<file path="config.mk">
export PLATFORM = sky130hd
export DESIGN_NAME = ddr_addr_arb
export DESIGN_NICKNAME = d
export VERILOG_FILES = /design/src/rtl/ddr_arb_pkg.sv /design/src/rtl/ddr_ring_ptr.sv /design/src/rtl/ddr_addr_arb.sv
export SDC_FILE = /design/constraint.sdc
export NUM_CORES = 1
export LEC_CHECK = 0
export CAP_MARGIN = 20
export CORE_MARGIN = 5
export CORE_UTILIZATION = 35
export CTS_CLUSTER_DIAMETER = 100
export DETAILED_ROUTE_END_ITERATION = 16
export GPL_ROUTABILITY_DRIVEN = 0
export GPL_TIMING_DRIVEN = 0
export MAX_ROUTING_LAYER = met4
export SYNTH_ARGS = -nofsm -noshare
export SYNTH_HDL_FRONTEND = slang
export SYNTH_HIERARCHICAL = 1
export SYNTH_SLANG_ARGS = --single-unit
</file>
<file path="constraint.sdc">
create_clock -name sys_clk -period 3 [get_ports sys_clk]
set_input_delay 0.6 -clock sys_clk [delete_from_list [all_inputs] [get_ports sys_clk]]
set_output_delay 0.6 -clock sys_clk [all_outputs]
set_load 0.05 [all_outputs]
</file>
<file path="src/rtl/ddr_arb_pkg.sv">
// Shared constants for the DDR address arbiter: command codes,
// FSM state encodings and the width helper.
package ddr_arb_pkg;

    localparam logic [2:0] CMD_WRITE = 3'b000;
    localparam logic [2:0] CMD_READ  = 3'b001;

    localparam logic [0:0] INIT_WAIT = 1'b0;
    localparam logic [0:0] RUN       = 1'b1;

    function automatic int clog2(input int v);
        int r;
        int t;
        r = 0;
        t = v - 1;
        while (t > 0) begin
            r++;
            t = t >> 1;
        end
        return r;
    endfunction

endpackage

</file>
<file path="src/rtl/ddr_ring_ptr.sv">
// Ring-buffer burst pointer with power-of-two wrap; the address
// output is the DDR column address of the current slot.
module ddr_ring_ptr
    import ddr_arb_pkg::*;
#(
    parameter int ADDR_WIDTH = 31,
    parameter int ADDR_INC   = 4,
    parameter int BUF_BASE   = 0,
    parameter int BUF_DEPTH  = 1024
) (
    input  logic                  sys_clk,
    input  logic                  reset,
    input  logic                  i_adv,
    output logic [ADDR_WIDTH-1:0] o_addr
);

    localparam int PW = clog2(BUF_DEPTH);

    logic [PW-1:0] r_ptr;

    // Pointer width equals log2(depth), so the increment wraps by itself.
    always_ff @(posedge sys_clk) begin
        if (reset) begin
            r_ptr <= '0;
        end else if (i_adv) begin
            r_ptr <= r_ptr + PW'(1);
        end
    end

    assign o_addr = ADDR_WIDTH'(BUF_BASE)
                  + ADDR_WIDTH'(r_ptr) * ADDR_WIDTH'(ADDR_INC);

endmodule

</file>
<file path="src/rtl/ddr_addr_arb.sv">
// Arbitrates write/read bursts onto the MIG app_af port and tracks
// how many written bursts are waiting in the DDR ring buffer.
module ddr_addr_arb
    import ddr_arb_pkg::*;
#(
    parameter int ADDR_WIDTH = 31,
    parameter int ADDR_INC   = 4,
    parameter int BUF_BASE   = 0,
    parameter int BUF_DEPTH  = 1024,
    parameter int PEND_WIDTH = 3
) (
    input  logic                      sys_clk,
    input  logic                      reset,
    input  logic                      phy_init_done,
    input  logic                      wr_addr_en,
    input  logic                      rd_addr_en,
    input  logic                      app_af_afull,
    output logic                      app_af_wren,
    output logic [2:0]                app_af_cmd,
    output logic [ADDR_WIDTH-1:0]     app_af_addr,
    output logic                      rd_en,
    output logic                      addr_confilct,
    output logic                      buf_full,
    output logic [clog2(BUF_DEPTH):0] fill_level,
    output logic                      ovf_err
);

    localparam int FW = clog2(BUF_DEPTH) + 1;
    localparam logic [FW-1:0]         FULL     = FW'(BUF_DEPTH);
    localparam logic [PEND_WIDTH-1:0] PEND_MAX = '1;

    logic [0:0]            r_state;
    logic [PEND_WIDTH-1:0] r_wr_pend;
    logic [PEND_WIDTH-1:0] r_rd_pend;
    logic [FW-1:0]         r_fill;
    logic                  r_prio_rd;
    logic                  r_ovf;

    logic                  w_run;
    logic                  w_wr_elig;
    logic                  w_rd_elig;
    logic                  w_wr_issue;
    logic                  w_rd_issue;
    logic                  w_wr_drop;
    logic                  w_rd_drop;
    logic [ADDR_WIDTH-1:0] w_wr_addr;
    logic [ADDR_WIDTH-1:0] w_rd_addr;

    function automatic logic [PEND_WIDTH-1:0] next_pend(
        input logic [PEND_WIDTH-1:0] pend,
        input logic                  req,
        input logic                  iss
    );
        if (req && !iss && pend != PEND_MAX) begin
            return pend + PEND_WIDTH'(1);
        end else if (iss && !req) begin
            return pend - PEND_WIDTH'(1);
        end
        return pend;
    endfunction

    assign w_run      = (r_state == RUN) && phy_init_done && !app_af_afull;
    assign w_wr_elig  = w_run && (r_wr_pend != '0) && (r_fill != FULL);
    assign w_rd_elig  = w_run && (r_rd_pend != '0) && (r_fill != '0);
    assign w_wr_issue = w_wr_elig && !(w_rd_elig && r_prio_rd);
    assign w_rd_issue = w_rd_elig && !w_wr_issue;
    assign w_wr_drop  = wr_addr_en && !w_wr_issue && (r_wr_pend == PEND_MAX);
    assign w_rd_drop  = rd_addr_en && !w_rd_issue && (r_rd_pend == PEND_MAX);

    always_ff @(posedge sys_clk) begin
        if (reset) begin
            r_state <= INIT_WAIT;
        end else begin
            case (r_state)
                INIT_WAIT: if (phy_init_done)  r_state <= RUN;
                RUN:       if (!phy_init_done) r_state <= INIT_WAIT;
                default:   r_state <= INIT_WAIT;
            endcase
        end
    end

    always_ff @(posedge sys_clk) begin
        if (reset) begin
            r_wr_pend   <= '0;
            r_rd_pend   <= '0;
            r_fill      <= '0;
            r_prio_rd   <= 1'b0;
            r_ovf       <= 1'b0;
            app_af_wren <= 1'b0;
            app_af_cmd  <= CMD_WRITE;
            app_af_addr <= ADDR_WIDTH'(BUF_BASE);
        end else begin
            r_wr_pend   <= next_pend(r_wr_pend, wr_addr_en, w_wr_issue);
            r_rd_pend   <= next_pend(r_rd_pend, rd_addr_en, w_rd_issue);
            r_ovf       <= r_ovf | w_wr_drop | w_rd_drop;
            app_af_wren <= w_wr_issue | w_rd_issue;
            if (w_wr_issue) begin
                app_af_cmd  <= CMD_WRITE;
                app_af_addr <= w_wr_addr;
                r_fill      <= r_fill + FW'(1);
                r_prio_rd   <= 1'b1;
            end else if (w_rd_issue) begin
                app_af_cmd  <= CMD_READ;
                app_af_addr <= w_rd_addr;
                r_fill      <= r_fill - FW'(1);
                r_prio_rd   <= 1'b0;
            end
        end
    end

    ddr_ring_ptr #(
        .ADDR_WIDTH (ADDR_WIDTH),
        .ADDR_INC   (ADDR_INC),
        .BUF_BASE   (BUF_BASE),
        .BUF_DEPTH  (BUF_DEPTH)
    ) u_wr_ptr (
        .sys_clk (sys_clk),
        .reset   (reset),
        .i_adv   (w_wr_issue),
        .o_addr  (w_wr_addr)
    );

    ddr_ring_ptr #(
        .ADDR_WIDTH (ADDR_WIDTH),
        .ADDR_INC   (ADDR_INC),
        .BUF_BASE   (BUF_BASE),
        .BUF_DEPTH  (BUF_DEPTH)
    ) u_rd_ptr (
        .sys_clk (sys_clk),
        .reset   (reset),
        .i_adv   (w_rd_issue),
        .o_addr  (w_rd_addr)
    );

    assign fill_level    = r_fill;
    assign rd_en         = (r_fill != '0);
    assign addr_confilct = (r_fill == '0);
    assign buf_full      = (r_fill == FULL);
    assign ovf_err       = r_ovf;

endmodule

</file>
==> results.md, run 1 <==
* Layout area overhead at 30.96%
* Vias in the first global route at 3434
* Worst Path Buf+Inv at 2
* Tightest Hold Check Type: reg2reg
* Vias at 3554
* Final ANT Viol Nets at 0
* Die Width at 119.5 um
* Cell family with most CP delay: compound AO/OA/AOI/OAI gates
* Worst Tran Pin Value at 0.6048 ns
* Wire length per cell at 13.92 um
* Clock transition at path regs at 0.06 ns
* I/O pin total at 56
* Max Cap Viol at 0
* Final setup violation count at 0
* DPL Wire Length at 7342 um
* TritonCTS Buffers at 9
* Worst Path Required at 3.19 ns
* Final slew viol count at 0
* Initial antenna violation count at 0
* CP Max Fanout at 10
* Ys flop type: dfxtp_1
* Post-synthesis instance area at 4199 sq um
* Drt drc at 0
* Pwr per Cell Area at 486.5 nW/um^2
* Asr flop ratio synth at 0%
* Crit path kind: in2reg
* Layout cells sized above 1 at 19.14%
* Crit path arrival time at 3.08 ns
* Skew final at 0.01129 ns
* Most used cell along the critical path: o221ai_1
* Length of the first detailed-routing pass in iterations at 4
* Crit. End Element: register
* Overflow after GRT at 0
* Largest net degree at the start of global routing at 21
* Rows at 40
* Cells after Synth at 466
* First-pass GRT wire length at 16780 um
* Fillcell total at 1174
* Final wirelength at 10120 um
* Final Hold Fails at 0
* Placed insts at 707
* Achievable Freq at 346.9 MHz
* Fin cells at 727
* Slew margin rel. at 59.68%
* Startpoint types: input pin
* Tmin final at 2.883 ns
* CP Cell Sequence: clkdlybuf4s50_1 -> and3b_2 -> nand3_1 -> o211ai_4 -> buf_12 -> ha_2 -> a21oi_1 -> o221ai_1 -> a221oi_2 -> o221ai_1
* Iter 0 DRT Violations at 106
* Seq/Total Area, Yosys at 34.80%
* Cts hold-fix bufs at 0
* Ys Warns at 6
* Die ar. at 14290 sq um
* Final nets at 596
* Synth cell types at 55
* Starting density of the core at 35.40%
* Hold slack at 0.4955 ns
* Max clock buf depth at 2
* Post-Syn Area per Cell at 9.011 sq um
* Area taken by flip-flops and latches at 1471 sq um
* Gr usage total at 15.03%
* Worst skew pair latency at 0.34 ns
* Tcrit/Tclk final at 96.10%
* Post-synth EDFFs at 0
* CTS tree: built
* Max incr delay on CP at 0.47 ns
* Worst vdd ir at 270.6 uV
* H-tree depth at 3
* Leak Pwr at 2.409 nW
* CTS Sinks at 73
* Max stage delay cell, worst path: clkdlybuf4s50_1
* Placed inst area at 5077 sq um
* Final core occ at 46.36%
* Core footprint at 11860 sq um
* Port bufs at 53
* # diodes at 0
* Height of the chip at 119.5 um
* Multi-input logic area at 2436 sq um
* Vias per cell at 4.889
* Number of synthesized register bits at 73
* Status: complete, no violations
* Design area at 5499 sq um
* Root Buffer: clkbuf_16
[Yosys cell counts (all sizes together), types with 8 or more instances]
library cell / count / area (sq um)
dfxtp: 73 / 1461
nor2: 60 / 225.2
buf: 56 / 415.4
mux2i: 39 / 390.4
a211oi: 33 / 247.7
a21oi: 19 / 95.09
inv: 16 / 60.05
nand2: 14 / 52.55
nand3: 13 / 75.07
o21ai: 13 / 65.06
ha: 12 / 150.1
clkbuf: 11 / 41.29
nand4: 10 / 68.81
mux2: 9 / 112.6
nor2b: 9 / 56.30
or3: 8 / 50.05
xor2: 8 / 70.07
[cell families after synthesis]
kind of cell / after synthesis / synth area share (%)
AOI/OAI and AO/OA: 88 / 14.84
other: 3 / 0.2682
buffers and inverters: 83 / 12.31
xor gates and xnor gates: 15 / 3.129
DFF: 73 / 34.80
muxes: 48 / 11.98
adders and majority gates: 15 / 5.006
and+or+nand+nor: 141 / 17.67
[metrics by stage]
stage                TNS, ns  setup slack [ns]  power (mW)
floorplan           -0.02400          -0.02400       1.457
detailed placement    -5.590           -0.7912       1.592
finish                     0            0.1169       2.675
global placement      -4.769           -0.7094       1.582
CTS                        0           0.01265       2.685
global route        -0.05021          -0.03754       2.796
[final cells by class]
cell class	count	share of cell area, %
multi-input combinational	351	44.30
timing repair buffer	57	10.56
inverter	16	1.092
tap	147	3.345
clock buffer	9	4.096
buffer	67	8.578
clock inverter	7	1.274
sequential	73	26.76
[path summary, 6_finish.rpt]
check             cells after the start                            to  slack, ns                         start
setup reg to reg                     10   fill_level[10]$_SDFFE_PP0P_       0.19    fill_level[6]$_SDFFE_PP0P_
setup / recovery                     10    fill_level[9]$_SDFFE_PP0P_       0.12                 phy_init_done
hold / removal                        2  app_af_addr[14]$_SDFFE_PP0P_       0.50  app_af_addr[14]$_SDFFE_PP0P_
hold reg to reg                       2  app_af_addr[14]$_SDFFE_PP0P_       0.50  app_af_addr[14]$_SDFFE_PP0P_
[sequential cells by signal, summed over array words and instances, names as in the netlist]
signal	flops
ovf_err	1
r_state	1
fill_level	11
r_wr_pend	3
app_af_cmd	1
app_af_wren	1
u_wr_ptr/r_ptr	10
r_rd_pend	3
u_rd_ptr/r_ptr	10
r_prio_rd	1
app_af_addr	31
[report_power, final]
group / switching (mW) / internal, mW / total (mW)
clock network: 0.431 / 0.643 / 1.07
logic: 0.325 / 0.234 / 0.559
registers: 0.0369 / 1.01 / 1.04
[per-layer routing]
layer	global-route usage (%)	vias up	routed length, um
li1	-	1789	-
met1	17.84	1677	4552
met2	24.36	70	4913
met3	4.571	18	450
met4	5.154	0	206
met5	-	-	0
[placed cells by master, fill, tap and decap left out, types with 4 or more instances in the layout]
cell type,n
ha_1,7
xnor2_1,7
nor2b_1,9
mux2i_1,39
or4_1,4
mux2_2,4
xor2_1,8
ha_2,5
clkdlybuf4s50_1,52
a211oi_1,32
nand2b_1,7
o31ai_1,4
nand2_1,14
conb_1,44
o21ai_0,9
inv_1,15
buf_4,50
dfxtp_1,65
dfxtp_2,8
a21oi_1,17
o21ai_1,4
nand3_1,10
clkbuf_1,11
nand4_1,9
or3_1,8
clkbuf_16,10
nor2_1,60
[worst reg2reg max path, cell delays in order, from the launching register on]
cell and delay (ns):
dfxtp_2 0.35, nor4_4 0.37, and3_2 0.32, o211ai_4 0.12, buf_12 0.16, ha_2 0.39
nand3_2 0.14, nor3_4 0.25, o211ai_1 0.15, a2111o_1 0.43, nand4_1 0.08
[what timing repair did]
| action | 4_1_cts | 5_1_grt |
|---|---|---|
| endpoints found under the setup margin | 7 | 6 |
| buffers inserted | 1 | 2 |
| gates cloned | 0 | 1 |
| pin swaps | 2 | 6 |
| resized for setup | 10 | 14 |
Note: power is estimated with default switching activity, not from simulation.
==> run 2, diff against run 1 <==
Settings changed: PLACE_DENSITY_LB_ADDON set to 0.12.
Clock period 3 ns to 2.6 ns, I/O delays scaled along.
==> results.md, run 2 (same netlist as run 1, synthesis figures left out) <==
* Drt drc at 0 (unchanged)
* Clock transition at path regs at 0.06 ns (about the same)
* CTS Sinks at 73 (unchanged)
* RSZ-0062 raised after global routing: yes
* Vias in the first global route at 3575 (+4.1%)
* Max Cap Viol at 0 (unchanged)
* Setup TNS at -0.5065 ns (-0.5065 ns)
* Worst vdd ir at 307.9 uV (+14%)
* Die Width at 119.5 um (unchanged)
* Iter 0 DRT Violations at 122 (+15%)
* First-pass GRT wire length at 17400 um (+3.7%)
* Final setup violation count at 6 (+6)
* Skew final at 0.01109 ns (-0.0001954 ns)
* Worst Tran Pin Value at 0.6477 ns (+0.04286 ns)
* Overflow after GRT at 0 (unchanged)
* Layout area overhead at 45.20%
* Layout cells sized above 1 at 29.06% (+9.9 points)
* Most common cell after layout, fill and taps aside: buf_4
* H-tree depth at 3 (unchanged)
* Pwr per Cell Area at 539.0 nW/um^2 (+11%)
* Die ar. at 14290 sq um (unchanged)
* Top reg by flops: app_af_addr
* Vias per cell at 4.825 (-1.3%)
* HP Start: app_af_addr[17]$_SDFFE_PP0P_
* Port bufs at 53 (unchanged)
* Final Hold Fails at 0 (unchanged)
* CP Max Fanout at 4 (-6)
* Final WS setup at -0.1079 ns (-0.2248 ns)
* Total power at 3.286 mW (+23%)
* Tcrit/Tclk final at 104.1%
* Status: finished, violations left
* Startpoint types: register
* Max clock buf depth at 2 (unchanged)
* Wire length per cell at 14.43 um (+3.6%)
* Tightest Hold Check Type: reg2reg
* Tmin final at 2.708 ns
* Final slew viol count at 0 (unchanged)
* Crit. End Element: register
* Rows at 40 (unchanged)
* R2R setup slack at -0.11 ns (-0.30 ns)
* Length of the first detailed-routing pass in iterations at 4 (unchanged)
* Achievable Freq at 369.3 MHz
* Design area at 6097 sq um (+11%)
* Crit path arrival time at 2.99 ns (-0.09 ns)
* Cts hold-fix bufs at 0 (unchanged)
* Height of the chip at 119.5 um (unchanged)
* CTS tree: built
* Fillcell total at 1106 (-5.8%)
* Vias at 3648 (+2.6%)
* Critical Path Source: fill_level[7]$_SDFFE_PP0P_
* Reg-to-reg critical path startpoint: fill_level[7]$_SDFFE_PP0P_
* Placed inst area at 5111 sq um (+0.67%)
* Gr usage total at 15.76% (+0.73 points)
* Worst Path Required at 2.88 ns (-0.31 ns)
* Core footprint at 11860 sq um (unchanged)
* Most frequent cells in the layout: 71 x buf_4, 62 x dfxtp_1, 59 x nor2_1
* DPL Wire Length at 7414 um (+0.98%)
* Final core occ at 51.40% (+5.0 points)
* Slew margin rel. at 56.82% (-2.9 points)
* TritonCTS Buffers at 9 (unchanged)
* Worst skew pair latency at 0.35 ns (about the same)
* Failing checks: negative setup slack
* Largest net degree at the start of global routing at 12 (-43%)
* Crit path kind: reg2reg
* # diodes at 0 (unchanged)
* I/O pin total at 56 (unchanged)
* Placed insts at 707 (unchanged)
* Initial antenna violation count at 0 (unchanged)
* Fin cells at 756 (+4.0%)
* Max FFs per register at 31 (unchanged)
* Starting density of the core at 35.40% (unchanged)
* Final nets at 626 (+5.0%)
* Root Buffer: clkbuf_16
* Leak Pwr at 2.678 nW (+11%)
* Final wirelength at 10910 um (+7.7%)
* Final ANT Viol Nets at 0 (unchanged)
[run 2: cell types whose count changed in the layout (fill, tap and decap cells not counted), moves of 4 or more]
cell             before  now
ha_2                  5    0
clkdlybuf4s50_1      52   48
buf_6                 1    6
clkbuf_8              0    4
buf_4                50   71
dfxtp_4               0    5
ha_4                  0    8
a21oi_1              17   11
nand3_1              10    6
[run 2: per-layer routing]
| layer | wire length (um) | part of all wire (%) | global-route usage (%) | up-vias |
|---|---|---|---|---|
| li1 | - | - | - | 1847 |
| met1 | 4958 | 45 | 17.99 | 1719 |
| met2 | 5378 | 49 | 26.94 | 61 |
| met3 | 307 | 2.8 | 2.828 | 21 |
| met4 | 262 | 2.4 | 7.301 | 0 |
| met5 | 0 | 0 | - | - |
[run 2: layout make-up]
| type | instances | area, sq um | share of cell area (%) |
|---|---|---|---|
| repair buffers | 87 | 853.3 | 14.00 |
| multi-input cells | 351 | 2708 | 44.41 |
| flip-flops and latches | 73 | 1488 | 24.40 |
| clock buffers | 13 | 280.3 | 4.597 |
| clock inverters | 2 | 35.03 | 0.5746 |
| plain buffers | 67 | 486.7 | 7.983 |
| inverters | 16 | 62.56 | 1.026 |
| well taps | 147 | 183.9 | 3.017 |
[run 2: report_power, final]
group / internal (mW) / switching, mW
clock network: 0.841 / 0.481
logic: 0.346 / 0.419
registers: 1.16 / 0.0424
[run 2: final timing paths]
path                                  endpoint  cells past startpoint
setup / recovery   fill_level[10]$_SDFFE_PP0P_                     12
hold / removal    app_af_addr[17]$_SDFFE_PP0P_                      2
setup reg to reg   fill_level[10]$_SDFFE_PP0P_                     12
hold reg to reg   app_af_addr[17]$_SDFFE_PP0P_                      2
[run 2: through the flow]
| stage | setup slack [ns] | hold WS, ns |
|---|---|---|
| after floorplan | -0.3464 | 0.4640 |
| after global placement | -0.8471 | 0.4790 |
| after detailed placement | -0.8808 | 0.4900 |
| after CTS | -0.1001 | 0.4974 |
| after global routing | -0.2804 | 0.5207 |
| final | -0.1079 | 0.4980 |
[run 2: critical path, cell delays in order (launching register included)]
cell and delay, ns:
dfxtp_4 0.35, nor4_4 0.29, buf_4 0.16, and3_4 0.20
o211ai_4 0.12, clkbuf_16 0.18, fa_2 0.38, a211oi_4 0.30
nor3_2 0.10, o211ai_1 0.23, buf_4 0.16, nand4_1 0.09
nand4_1 0.10
[run 2: repair_timing]
item,4_1_cts,5_1_grt
resized for setup,62,30
cloned,2,0
endpoints found under the setup margin,13,24
buffers inserted,21,11
endpoints found under the hold margin,0,0
pin swaps,30,24
==> run 3, diff against run 2 <==
Settings changed: ABC_AREA set to 1, CTS_CLUSTER_SIZE set to 8, SYNTH_HIERARCHICAL 1 to unset.
==> results.md, run 3 <==
* Worst skew pair latency at 0.31 ns (-0.04 ns)
* Gr usage total at 15.06% (-0.70 points)
* Final core occ at 44.73% (-6.7 points)
* Flop pwr share at 41.0% (+4.5 points)
* Post-synth EDFFs at 0 (unchanged)
* Hold path endpoint: r_state$_SDFF_PP0_
* HP Start: phy_init_done
* Clock network fraction of total power at 23.0% (-17 points)
* Vias at 2808 (-23%)
* Length of the first detailed-routing pass in iterations at 4 (unchanged)
* H-tree depth at 2 (-1)
* Setup TNS at 0 ns (+0.5065 ns)
* Overflow after GRT at 0 (unchanged)
* Worst vdd ir at 247.5 uV (-20%)
* Vias in the first global route at 2792 (-22%)
* Most frequent cells in the layout: 85 x nand2_1, 41 x dfxtp_1, 40 x nor2_1
* Die Width at 103.5 um (-13%)
* Slew margin rel. at 58.43% (+1.6 points)
* Seq/Total Area, Yosys at 34.00% (-0.80 points)
* Max FFs per register at 11 (-65%)
* First-pass GRT wire length at 13280 um (-24%)
* Final slew viol count at 0 (unchanged)
* Cell family with most CP delay: simple AND/OR/NAND/NOR gates
* RR Endpoint: fill_level[10]$_SDFFE_PP0P_
* Crit path arrival time at 2.62 ns (-0.37 ns)
* Die ar. at 10720 sq um (-25%)
* CP Cell Sequence: or2_1 -> nor2_1 -> nand2_4 -> nand3_2 -> nand2_4 -> buf_12 -> ha_4 -> inv_1 -> o21bai_1 -> nand3_1 -> nand2_2 -> nand2_2 -> nand4_1 -> nand3_1 -> nand2_1 -> nor2_1
* Sw Share at 39.36% (+11 points)
* Area contributors post-synth: dfxtp_1 34%, nand2_1 11%, buf_4 6.4%
* Max incr delay on CP at 0.35 ns (-0.03 ns)
* Status: complete, no violations
* Max Used Layer: met4
* Max stage delay cell, worst path: dfxtp_2
* CTS Sinks at 52 (-29%)
* Most common cell in the synthesized netlist: nand2_1
* Worst Path Buf+Inv at 2 (-1)
* Synth cell types at 37 (-33%)
* Final Hold Fails at 0 (unchanged)
* Port bufs at 31 (-42%)
* Most common cell after layout, fill and taps aside: nand2_1
* Synth top cells by count: 88 x nand2_1, 52 x dfxtp_1, 43 x nor2_1
* Vias per cell at 4.664 (-3.3%)
* Root Buffer: clkbuf_8
* Final wirelength at 7716 um (-29%)
* Fin cells at 602 (-20%)
* TritonCTS Buffers at 5 (-4)
* Achievable Freq at 413.4 MHz (+12%)
* Initial antenna violation count at 0 (unchanged)
* Starting density of the core at 35.45% (+0.053 points)
* Number of synthesized register bits at 52 (-29%)
* Combinational group share of total power at 36.0% (+13 points)
* # diodes at 0 (unchanged)
* Core footprint at 8636 sq um (-27%)
* Met3 wire length at 285 um (-7.2%)
* Placed insts at 588 (-17%)
* Pwr per Cell Area at 547.3 nW/um^2 (+1.5%)
* Hold path cells at 3 (+1)
* Cts hold-fix bufs at 0 (unchanged)
* Height of the chip at 103.5 um (-13%)
* Post-synth top area cell: dfxtp_1
* Largest net degree at the start of global routing at 18 (+6)
* Leak Pwr at 1.686 nW (-37%)
* CTS tree: built
* Ys Warns at 0 (-6)
* Asr flop ratio synth at 0% (unchanged)
* Post-Route M1 WL at 3856 um (-22%)
* Layout cells sized above 1 at 19.43% (-9.6 points)
* Final setup violation count at 0 (-6)
* RSZ-0062 raised after global routing: no
* Worst Path Required at 2.80 ns (-0.08 ns)
* Crit path kind: reg2reg
* Ys flop type: dfxtp_1
* Tcrit/Tclk final at 93.04% (-11 points)
* Iter 0 DRT Violations at 131 (+7.4%)
* Tmin final at 2.419 ns (-0.2888 ns)
* Worst Tran Pin Value at 0.6235 ns (-0.02421 ns)
* Skew final at 0.01284 ns (+0.001747 ns)
* Cells after Synth at 427 (-8.4%)
* Internal at 1.282 mW (-45%)
* Tightest Hold Check Type: in2reg
* Post-Syn Area per Cell at 7.170 sq um (-20%)
* Fillcell total at 910 (-18%)
* I/O pin total at 56 (unchanged)
* Reg-to-reg critical path startpoint: fill_level[8]$_SDFFE_PP0P_
* Startpoint types: register
* Wire length per cell at 12.82 um (-11%)
* Max clock buf depth at 2 (unchanged)
* Final nets at 513 (-18%)
* Drt drc at 0 (unchanged)
* Final ANT Viol Nets at 0 (unchanged)
* Detailed route wirelength on metal2 at 3480 um (-35%)
* Max Cap Viol at 0 (unchanged)
* Clock transition at path regs at 0.10 ns (+0.04 ns)
* Top cell type's share of synthesized area at 34.00% (-0.80 points)
* Rows at 34 (-15%)
* R2R setup slack at 0.18 ns (+0.29 ns)
* CP Max Fanout at 6 (+2)
* Post-synthesis instance area at 3062 sq um (-27%)
* Reg2Reg Depth at 16 (+4)
* DPL Wire Length at 5685 um (-23%)
* Crit. End Element: register
* Switching power at 0.8321 mW (-12%)
* Layout area overhead at 26.15%
==> run 3: changes by cell type after synthesis, moves of 10 or more <==
cell	before	now
buf_4	47	26
mux2i_1	39	0
a211oi_1	33	0
nor2_1	60	43
inv_1	15	40
a31oi_1	1	12
dfxtp_1	73	52
a21oi_1	19	32
nand3_1	11	21
nand2_1	14	88
==> run 3: repair_timing <==
| item | in CTS | in global routing |
|---|---|---|
| setup endpoints to repair | 9 | 8 |
| gates resized for setup | 16 | 13 |
| cloned | 0 | 1 |
| setup buffers | 3 | 2 |
| pin swaps | 2 | 8 |
==> run 3: cells by family after synthesis <==
family,synth area share [%]
AO/OA/AOI/OAI,13.61
XOR/XNOR,4.577
adder cells (fa/ha/maj),6.457
buffers and inverters,13.73
flip-flops,34.00
other,0.1225
AND/OR/NAND/NOR,27.50
==> run 3: how the worst max path moves through the flow <==
stage	depth (start not counted)	endpoint	start	slack (ns)
after global placement	16	fill_level[9]$_SDFFE_PP0P_	phy_init_done	-0.60
final	16	fill_level[10]$_SDFFE_PP0P_	fill_level[8]$_SDFFE_PP0P_	0.18
after global routing	17	fill_level[10]$_SDFFE_PP0P_	fill_level[0]$_SDFFE_PP0P_	0.01
after CTS	19	fill_level[10]$_SDFFE_PP0P_	phy_init_done	-0.04
after floorplan	14	fill_level[9]$_SDFFE_PP0P_	fill_level[8]$_SDFFE_PP0P_	0.05
after detailed placement	16	fill_level[9]$_SDFFE_PP0P_	phy_init_done	-0.60
==> run 3: area by class of cell <==
class	count	area (sq um)	share of cell area, %
Multi-Input combinational cell	316	1770	45.84
Buffer	35	260.3	6.738
Clock inverter	3	22.52	0.5831
Clock buffer	5	68.82	1.782
Timing Repair Buffer	37	375.4	9.718
Tap cell	108	135.1	3.499
Inverter	46	175.2	4.535
Sequential cell	52	1055	27.31
==> run 3: layer usage <==
layer,global-route usage (%),vias to the layer above
met2,23.63,51
li1,-,1476
met1,19.89,1275
met3,2.985,6
met5,-,-
met4,3.843,0
==> run 3: worst register-to-register path: stages (launching register included) <==
cell	delay, ns
dfxtp_2	0.35
or2_1	0.24
nor2_1	0.17
nand2_4	0.09
nand3_2	0.08
nand2_4	0.08
buf_12	0.15
ha_4	0.28
inv_1	0.06
o21bai_1	0.22
nand3_1	0.13
nand2_2	0.10
nand2_2	0.06
nand4_1	0.13
nand3_1	0.09
nand2_1	0.06
nor2_1	0.04
==> run 3: per-stage QoR <==
stage | hold WS (ns) | setup WS, ns | instance area (sq um) | total power, mW
6_report | 0.4678 | 0.1809 | 3862 | 2.114
5_1_grt | 0.4682 | 0.009952 | 3862 | 2.247
4_1_cts | 0.4909 | -0.03622 | 3780 | 2.106
3_5_place_dp | 0.4752 | -0.6001 | 3608 | 1.609
3_3_place_gp | 0.4729 | -0.5977 | 3608 | 1.604
2_1_floorplan | 0.4565 | 0.04576 | 3163 | 1.441
==> run 3: power groups by stage <==
stage               registers [mW]  clock network, mW  logic, mW
floorplan                    0.938                  0      0.504
global placement             0.882                  0      0.722
detailed placement           0.882                  0      0.727
CTS                          0.865              0.508      0.733
global route                 0.873              0.547      0.828
finish                       0.866              0.486      0.762
